**src/rtl/ps2_keyboard_rx.sv**
```systemverilog
`timescale 1ns/1ps
`default_nettype none
// ============================================================================
//  Module   : ps2_keyboard_rx
//  Purpose  : PS/2 keyboard receiver. Conditions the raw PS/2 lines, frames
//             start/data/parity/stop bytes, folds F0/E0 prefixes into
//             break/extended qualifiers and reports framing errors.
//  Revision : 1.0  initial release
// ============================================================================
module ps2_keyboard_rx #(
   parameter int FILTER_LEN  = 8,
   parameter int TIMEOUT_CYC = 25000
) (
   input  logic       pixel_clk,
   input  logic       reset,
   input  logic       ps2_clk,
   input  logic       ps2_data,
   output logic [7:0] key_code,
   output logic       key_valid,
   output logic       key_break,
   output logic       key_ext,
   output logic       frame_err
);

   localparam int FW = $clog2(FILTER_LEN + 1);
   localparam int TW = $clog2(TIMEOUT_CYC + 1);
   localparam logic [FW-1:0] C_FILT_LAST = FW'(FILTER_LEN - 1);
   localparam logic [TW-1:0] C_TMO_LAST  = TW'(TIMEOUT_CYC - 1);

   typedef enum logic [1:0] {IDLE, DATA, PARITY, STOP} state_t;

   // Two-stage synchronisers; both lines idle high.
   logic clk_s1_q, clk_s2_q, dat_s1_q, dat_s2_q;

   logic          filt_clk_q, filt_clk_d;
   logic [FW-1:0] filt_cnt_q, filt_cnt_d;
   logic          fall;

   state_t        state_q, state_d;
   logic [2:0]    bit_cnt_q, bit_cnt_d;
   logic [7:0]    sr_q, sr_d;
   logic          par_q, par_d;
   logic          pend_break_q, pend_break_d;
   logic          pend_ext_q, pend_ext_d;
   logic [TW-1:0] tmo_q, tmo_d;
   logic [7:0]    key_code_q, key_code_d;
   logic          key_valid_q, key_valid_d;
   logic          key_break_q, key_break_d;
   logic          key_ext_q, key_ext_d;
   logic          frame_err_q, frame_err_d;
   logic          abort;

   // Bring the asynchronous PS/2 lines into the pixel_clk domain.
   always_ff @(posedge pixel_clk or negedge reset) begin
      if (!reset) begin
         clk_s1_q <= 1'b1;
         clk_s2_q <= 1'b1;
         dat_s1_q <= 1'b1;
         dat_s2_q <= 1'b1;
      end else begin
         clk_s1_q <= ps2_clk;
         clk_s2_q <= clk_s1_q;
         dat_s1_q <= ps2_data;
         dat_s2_q <= dat_s1_q;
      end
   end

   // Glitch filter: the filtered clock follows only after FILTER_LEN differing samples in a row.
   always_comb begin
      filt_clk_d = filt_clk_q;
      filt_cnt_d = '0;
      if (clk_s2_q != filt_clk_q) begin
         if (filt_cnt_q == C_FILT_LAST) begin
            filt_clk_d = clk_s2_q;
         end else begin
            filt_cnt_d = filt_cnt_q + FW'(1);
         end
      end
   end

   // A fall event is seen in the same cycle the filtered clock is about to drop.
   assign fall = filt_clk_q & ~filt_clk_d;

   // Frame state machine, prefix tracking and mid-frame timeout.
   always_comb begin
      state_d      = state_q;
      bit_cnt_d    = bit_cnt_q;
      sr_d         = sr_q;
      par_d        = par_q;
      pend_break_d = pend_break_q;
      pend_ext_d   = pend_ext_q;
      tmo_d        = '0;
      key_code_d   = key_code_q;
      key_break_d  = key_break_q;
      key_ext_d    = key_ext_q;
      key_valid_d  = 1'b0;
      frame_err_d  = 1'b0;
      abort        = 1'b0;

      // A fall in the terminal cycle keeps the frame alive.
      if (state_q != IDLE && !fall) begin
         if (tmo_q == C_TMO_LAST) begin
            abort = 1'b1;
         end else begin
            tmo_d = tmo_q + TW'(1);
         end
      end

      case (state_q)
         IDLE: begin
            if (fall && !dat_s2_q) begin
               state_d   = DATA;
               bit_cnt_d = 3'd0;
            end
         end
         DATA: begin
            if (fall) begin
               sr_d      = {dat_s2_q, sr_q[7:1]};
               bit_cnt_d = bit_cnt_q + 3'd1;
               if (bit_cnt_q == 3'd7) begin
                  state_d = PARITY;
               end
            end
         end
         PARITY: begin
            if (fall) begin
               par_d   = dat_s2_q;
               state_d = STOP;
            end
         end
         STOP: begin
            if (fall) begin
               state_d = IDLE;
               if (dat_s2_q && (^{sr_q, par_q})) begin
                  if (sr_q == 8'hF0) begin
                     pend_break_d = 1'b1;
                  end else if (sr_q == 8'hE0) begin
                     pend_ext_d = 1'b1;
                  end else begin
                     key_code_d   = sr_q;
                     key_break_d  = pend_break_q;
                     key_ext_d    = pend_ext_q;
                     key_valid_d  = 1'b1;
                     pend_break_d = 1'b0;
                     pend_ext_d   = 1'b0;
                  end
               end else begin
                  frame_err_d  = 1'b1;
                  pend_break_d = 1'b0;
                  pend_ext_d   = 1'b0;
               end
            end
         end
         default: state_d = IDLE;
      endcase

      if (abort) begin
         state_d      = IDLE;
         frame_err_d  = 1'b1;
         pend_break_d = 1'b0;
         pend_ext_d   = 1'b0;
         tmo_d        = '0;
      end
   end

   // State and output registers.
   always_ff @(posedge pixel_clk or negedge reset) begin
      if (!reset) begin
         filt_clk_q   <= 1'b1;
         filt_cnt_q   <= '0;
         state_q      <= IDLE;
         bit_cnt_q    <= 3'd0;
         sr_q         <= 8'h00;
         par_q        <= 1'b0;
         pend_break_q <= 1'b0;
         pend_ext_q   <= 1'b0;
         tmo_q        <= '0;
         key_code_q   <= 8'h00;
         key_valid_q  <= 1'b0;
         key_break_q  <= 1'b0;
         key_ext_q    <= 1'b0;
         frame_err_q  <= 1'b0;
      end else begin
         filt_clk_q   <= filt_clk_d;
         filt_cnt_q   <= filt_cnt_d;
         state_q      <= state_d;
         bit_cnt_q    <= bit_cnt_d;
         sr_q         <= sr_d;
         par_q        <= par_d;
         pend_break_q <= pend_break_d;
         pend_ext_q   <= pend_ext_d;
         tmo_q        <= tmo_d;
         key_code_q   <= key_code_d;
         key_valid_q  <= key_valid_d;
         key_break_q  <= key_break_d;
         key_ext_q    <= key_ext_d;
         frame_err_q  <= frame_err_d;
      end
   end

   assign key_code  = key_code_q;
   assign key_valid = key_valid_q;
   assign key_break = key_break_q;
   assign key_ext   = key_ext_q;
   assign frame_err = frame_err_q;

endmodule
`default_nettype wire

```
**config.mk**
```make
export PLATFORM = sky130hd
export DESIGN_NAME = ps2_keyboard_rx
export DESIGN_NICKNAME = d
export VERILOG_FILES = /design/src/rtl/ps2_keyboard_rx.sv
export SDC_FILE = /design/constraint.sdc
export NUM_CORES = 1
export LEC_CHECK = 0
export CAP_MARGIN = 25
export CORE_ASPECT_RATIO = 1.75
export CORE_UTILIZATION = 61
export CTS_BUF_LIST = sky130_fd_sc_hd__clkbuf_4
export DETAILED_ROUTE_END_ITERATION = 8
export PLACE_DENSITY = 0.84
export SETUP_SLACK_MARGIN = 0.05
export SYNTH_ARGS = -nofsm -noshare
export SYNTH_HDL_FRONTEND = slang
export SYNTH_SLANG_ARGS = --single-unit
export TNS_END_PERCENT = 10
```
**constraint.sdc**
```tcl
create_clock -name pixel_clk -period 2.3 [get_ports pixel_clk]
set_clock_uncertainty 0.15 [all_clocks]
set_input_delay 0.46 -clock pixel_clk [delete_from_list [all_inputs] [get_ports pixel_clk]]
set_output_delay 0.46 -clock pixel_clk [all_outputs]
set_load 0.005 [all_outputs]
```
==> flow_summary.yaml, run 1 <==
logic_synthesis:
  syn_avg_cell_area_um2: 11.53
  post_synth_xor_area_fraction: 0.08792
  synth-seq-cells: 52
  synth_cell_types: 40
  area_fraction_in_compound_gates_after_synthesis: 0.05193
  synth_area_um2: 2434
  mappedNetlistNets: 224
  postSynth.asyncResetShare: 1.000
  synth-edff-count: 0
  yosys_warnings: 0
  netlist_instances: 211
  adder_cell_share_of_the_synthesized_area: 0.04627
  yosys_most_used_dff: "dfrtp_1"
  synthSimpleGateAreaFrac: 0.1578
  combinational_family_with_the_most_area_after_synthesis: "simple AND/OR/NAND/NOR gates"
  synth_mux_area_frac: 0.09254
  seq_area_frac_synth: 0.5373
sta:
  final_number_of_setup_violating_endpoints: 0
  rsz0062_at_grt: "yes"
  slew_headroom: 0.7407
  report.final.hold_viol_count: 0
  slew_viol_final: 0
  timing.final.crit_share: 0.9371
  period_needed_ns: 2.155
  maxClockFrequency_mhz: 464.0
  worst_pin_slew_ns: 0.3854
  totalNegativeSetupSlack_ns: 0
placed_design:
  post_dp_cell_area_um2: 2678
  globalplace.congestion: 0.7733
  post-dp-hpwl_um: 2948
  io_buffer_count: 15
  place_inst: 276
clock_tree:
  clock_sink_count: 52
  cts-root-to-sink-buffers: 2
  clk-insertion-delay-late_ns: 0.38
  cts-buffers-inserted: 5
  clkTransAtPathRegs_ns: 0.15
  cts.repair_timing.setup_buffer_count: 0
  tritoncts: "yes"
  cts_root_buffer: "clkbuf_4"
  h_tree_level_count: 2
route:
  drcViolationCount: 0
  drtPass1Iterations: 4
  dr_wl_cell_um: 14.70
  antenna_viol_nets_final: 0
  detailed_route_via_count: 1581
  routed_wl_um: 4190
  ratio_of_routed_vias_to_standard_cells: 5.547
  drt_iter0_drc: 19
floorplanning:
  placementRows: 30
  floorplan.die.width_um: 49.75
  initial_core_util: 0.6356
  floorplan.io_pins: 16
  design.die.area_um2: 4256
  fp.coreArea_um2: 3829
  die_h_um: 85.56
setup_path:
  worst_setup_path_category: "reg -> reg"
  setup.worst_path.start_class: "flip-flop"
  timing.critical_path.to_type: "flip-flop"
  critPathRequiredTime_ns: 2.43
  worstPathMaxFanout: 6
  worst-r2r-cell-count: 6
  ff2ff_setup_slack_ns: 0.14
  critPathArrivalTime_ns: 2.28
global_routing:
  pin_count_of_the_biggest_net_entering_global_routing: 53
  number_of_global_route_vias_before_repair: 1627
  wire_length_of_the_first_global_routing_pass_um: 7210
  use_met1: 0.2436
  groute.layer.met2.usage: 0.4115
  antenna_found_initial: 0
  grt-ovfl-total: 0
  track_usage: 0.2288
  met3_usage: 0.04433
  top_usage_layer: "met2"
finish:
  num-fill-cells: 304
  postLayoutCellArea_um2: 2766
  area.growth.synth_to_final_pct: 13.68
  drive_above_1_share: 0.1857
  nNetsFinal: 249
  final_cell_count_no_fill: 285
  multi_input_comb_area_um2: 1066
  seq_area_um2: 1308
  num_antenna_cells: 0
min_path:
  hp-class: "reg -> reg"
  worst_hold_path.num_cells: 0
power_and_ir_drop:
  worst_ir_drop_vdd_v: 0.0006599
  power.static_leakage_nw: 1.339
  power_density_nw_per_um2: 734.4
outcome:
  run_status: "finished clean"
run:
  drv_cap: 0
## final timing paths
check                                          from             endpoint
worst max-delay path            sr_q[2]$_DFFE_PN0P_  key_ext$_DFFE_PN0P_
worst min-delay path             clk_s1_q$_DFF_PN1_   clk_s2_q$_DFF_PN1_
worst max register to register  sr_q[2]$_DFFE_PN0P_  key_ext$_DFFE_PN0P_
worst min register to register   clk_s1_q$_DFF_PN1_   clk_s2_q$_DFF_PN1_
max in group asynchronous                     reset   dat_s2_q$_DFF_PN1_
min in group asynchronous                     reset  key_valid$_DFF_PN0_
## layout make-up
cell class / count / area share
Inverter: 8 / 0.01085
Timing Repair Buffer: 24 / 0.08232
Sequential cell: 52 / 0.4726
Clock inverter: 3 / 0.01357
Multi-Input combinational cell: 145 / 0.3853
Clock buffer: 5 / 0.01357
Tap cell: 48 / 0.02171
## state kept, by name, summed over array words and instances (netlist names), 2 cells and up
| signal | flops |
|---|---|
| filt_cnt_q | 4 |
| bit_cnt_q | 3 |
| key_code | 8 |
| tmo_q | 15 |
| state_q | 2 |
| sr_q | 8 |
## logic make-up after synthesis
group,after synthesis
AOI/OAI and AO/OA,21
xor gates and xnor gates,22
adders and majority gates,9
buffers and inverters,14
DFF,52
muxes,17
and+or+nand+nor,76
## worst max-delay path, stage by stage (launching register included)
cell and delay [ns]:
dfrtp_1 0.45, xnor2_1 0.15, xnor3_1 0.44, xnor2_2 0.22, nand4b_2 0.15, buf_4 0.19
mux2_4 0.29
## metal layers
layer / wire length, um / vias up / share of wire
met3: 95 / 12 / 0.023
met4: 127 / 0 / 0.030
met5: 0 / - / 0
li1: - / 767 / -
met1: 1660 / 771 / 0.40
met2: 2307 / 31 / 0.55
## Yosys cell counts, drive strengths merged (2+ instances only)
cell type / number / area share
a21oi: 6 / 0.012
and3: 4 / 0.010
buf: 4 / 0.011
clkbuf: 2 / 0.0031
dfrtp: 47 / 0.48
dfstp: 5 / 0.054
ha: 9 / 0.046
inv: 8 / 0.012
mux2: 17 / 0.093
nand2: 16 / 0.025
nand3: 9 / 0.019
nand4: 3 / 0.0077
nand4b: 2 / 0.0098
nor2: 24 / 0.037
nor3: 6 / 0.012
nor4: 4 / 0.013
o21ai: 8 / 0.016
o32ai: 2 / 0.0072
xnor2: 13 / 0.050
xor2: 8 / 0.029
## power breakdown
part / internal [W] / switching (W)
clock: 0.000222 / 0.000284
combinational: 0.000178 / 0.000277
sequential: 0.00100 / 0.0000707
## cells in the final DEF (no fill, tap or decap), drive strengths merged, types with 2 or more instances in the layout
cell,netlist,layout
a21oi,6,6
and3,4,4
buf,4,9
clkbuf,2,5
clkdlybuf4s50,0,14
clkinv,0,2
dfrtp,47,47
dfstp,5,5
ha,9,9
inv,8,8
mux2,17,17
nand2,16,16
nand3,9,9
nand4,3,3
nand4b,2,2
nor2,24,24
nor3,6,6
nor4,4,4
o21ai,8,8
o32ai,2,2
xnor2,13,13
xor2,8,8
## through the flow
stage / hold WS (ns) / utilization / total power [W] / setup WS, ns
4_1_cts: 0.2163 / 0.7216 / 0.002034 / 0.07592
5_1_grt: 0.2204 / 0.7225 / 0.002132 / 0.03072
2_1_floorplan: 0.01441 / - / 0.001397 / 0.2079
3_3_place_gp: 0.1960 / 0.6993 / 0.001511 / 0.1463
3_5_place_dp: 0.1972 / 0.6993 / 0.001534 / 0.1054
6_report: 0.2153 / 0.7225 / 0.002032 / 0.1446
## repair_timing
| action | 4_1_cts | 5_1_grt |
|---|---|---|
| endpoints found under the hold margin | 47 | 0 |
| hold buffers | 1 | 0 |
| resized for setup | 0 | 2 |
| endpoints found under the setup margin | 0 | 18 |
Power figures use the tool's default switching activity.
==> inputs of run 2 (changes only) <==
--- a/config.mk
+++ b/config.mk
@@ -9,6 +9,7 @@
 export CORE_ASPECT_RATIO = 1.75
 export CORE_UTILIZATION = 61
 export CTS_BUF_LIST = sky130_fd_sc_hd__clkbuf_4
+export CTS_CLUSTER_DIAMETER = 200
 export DETAILED_ROUTE_END_ITERATION = 8
 export PLACE_DENSITY = 0.84
 export SETUP_SLACK_MARGIN = 0.05
==> results of run 2 <==
Same layout as run 1: the final DEF is identical, and so are final timing and power.
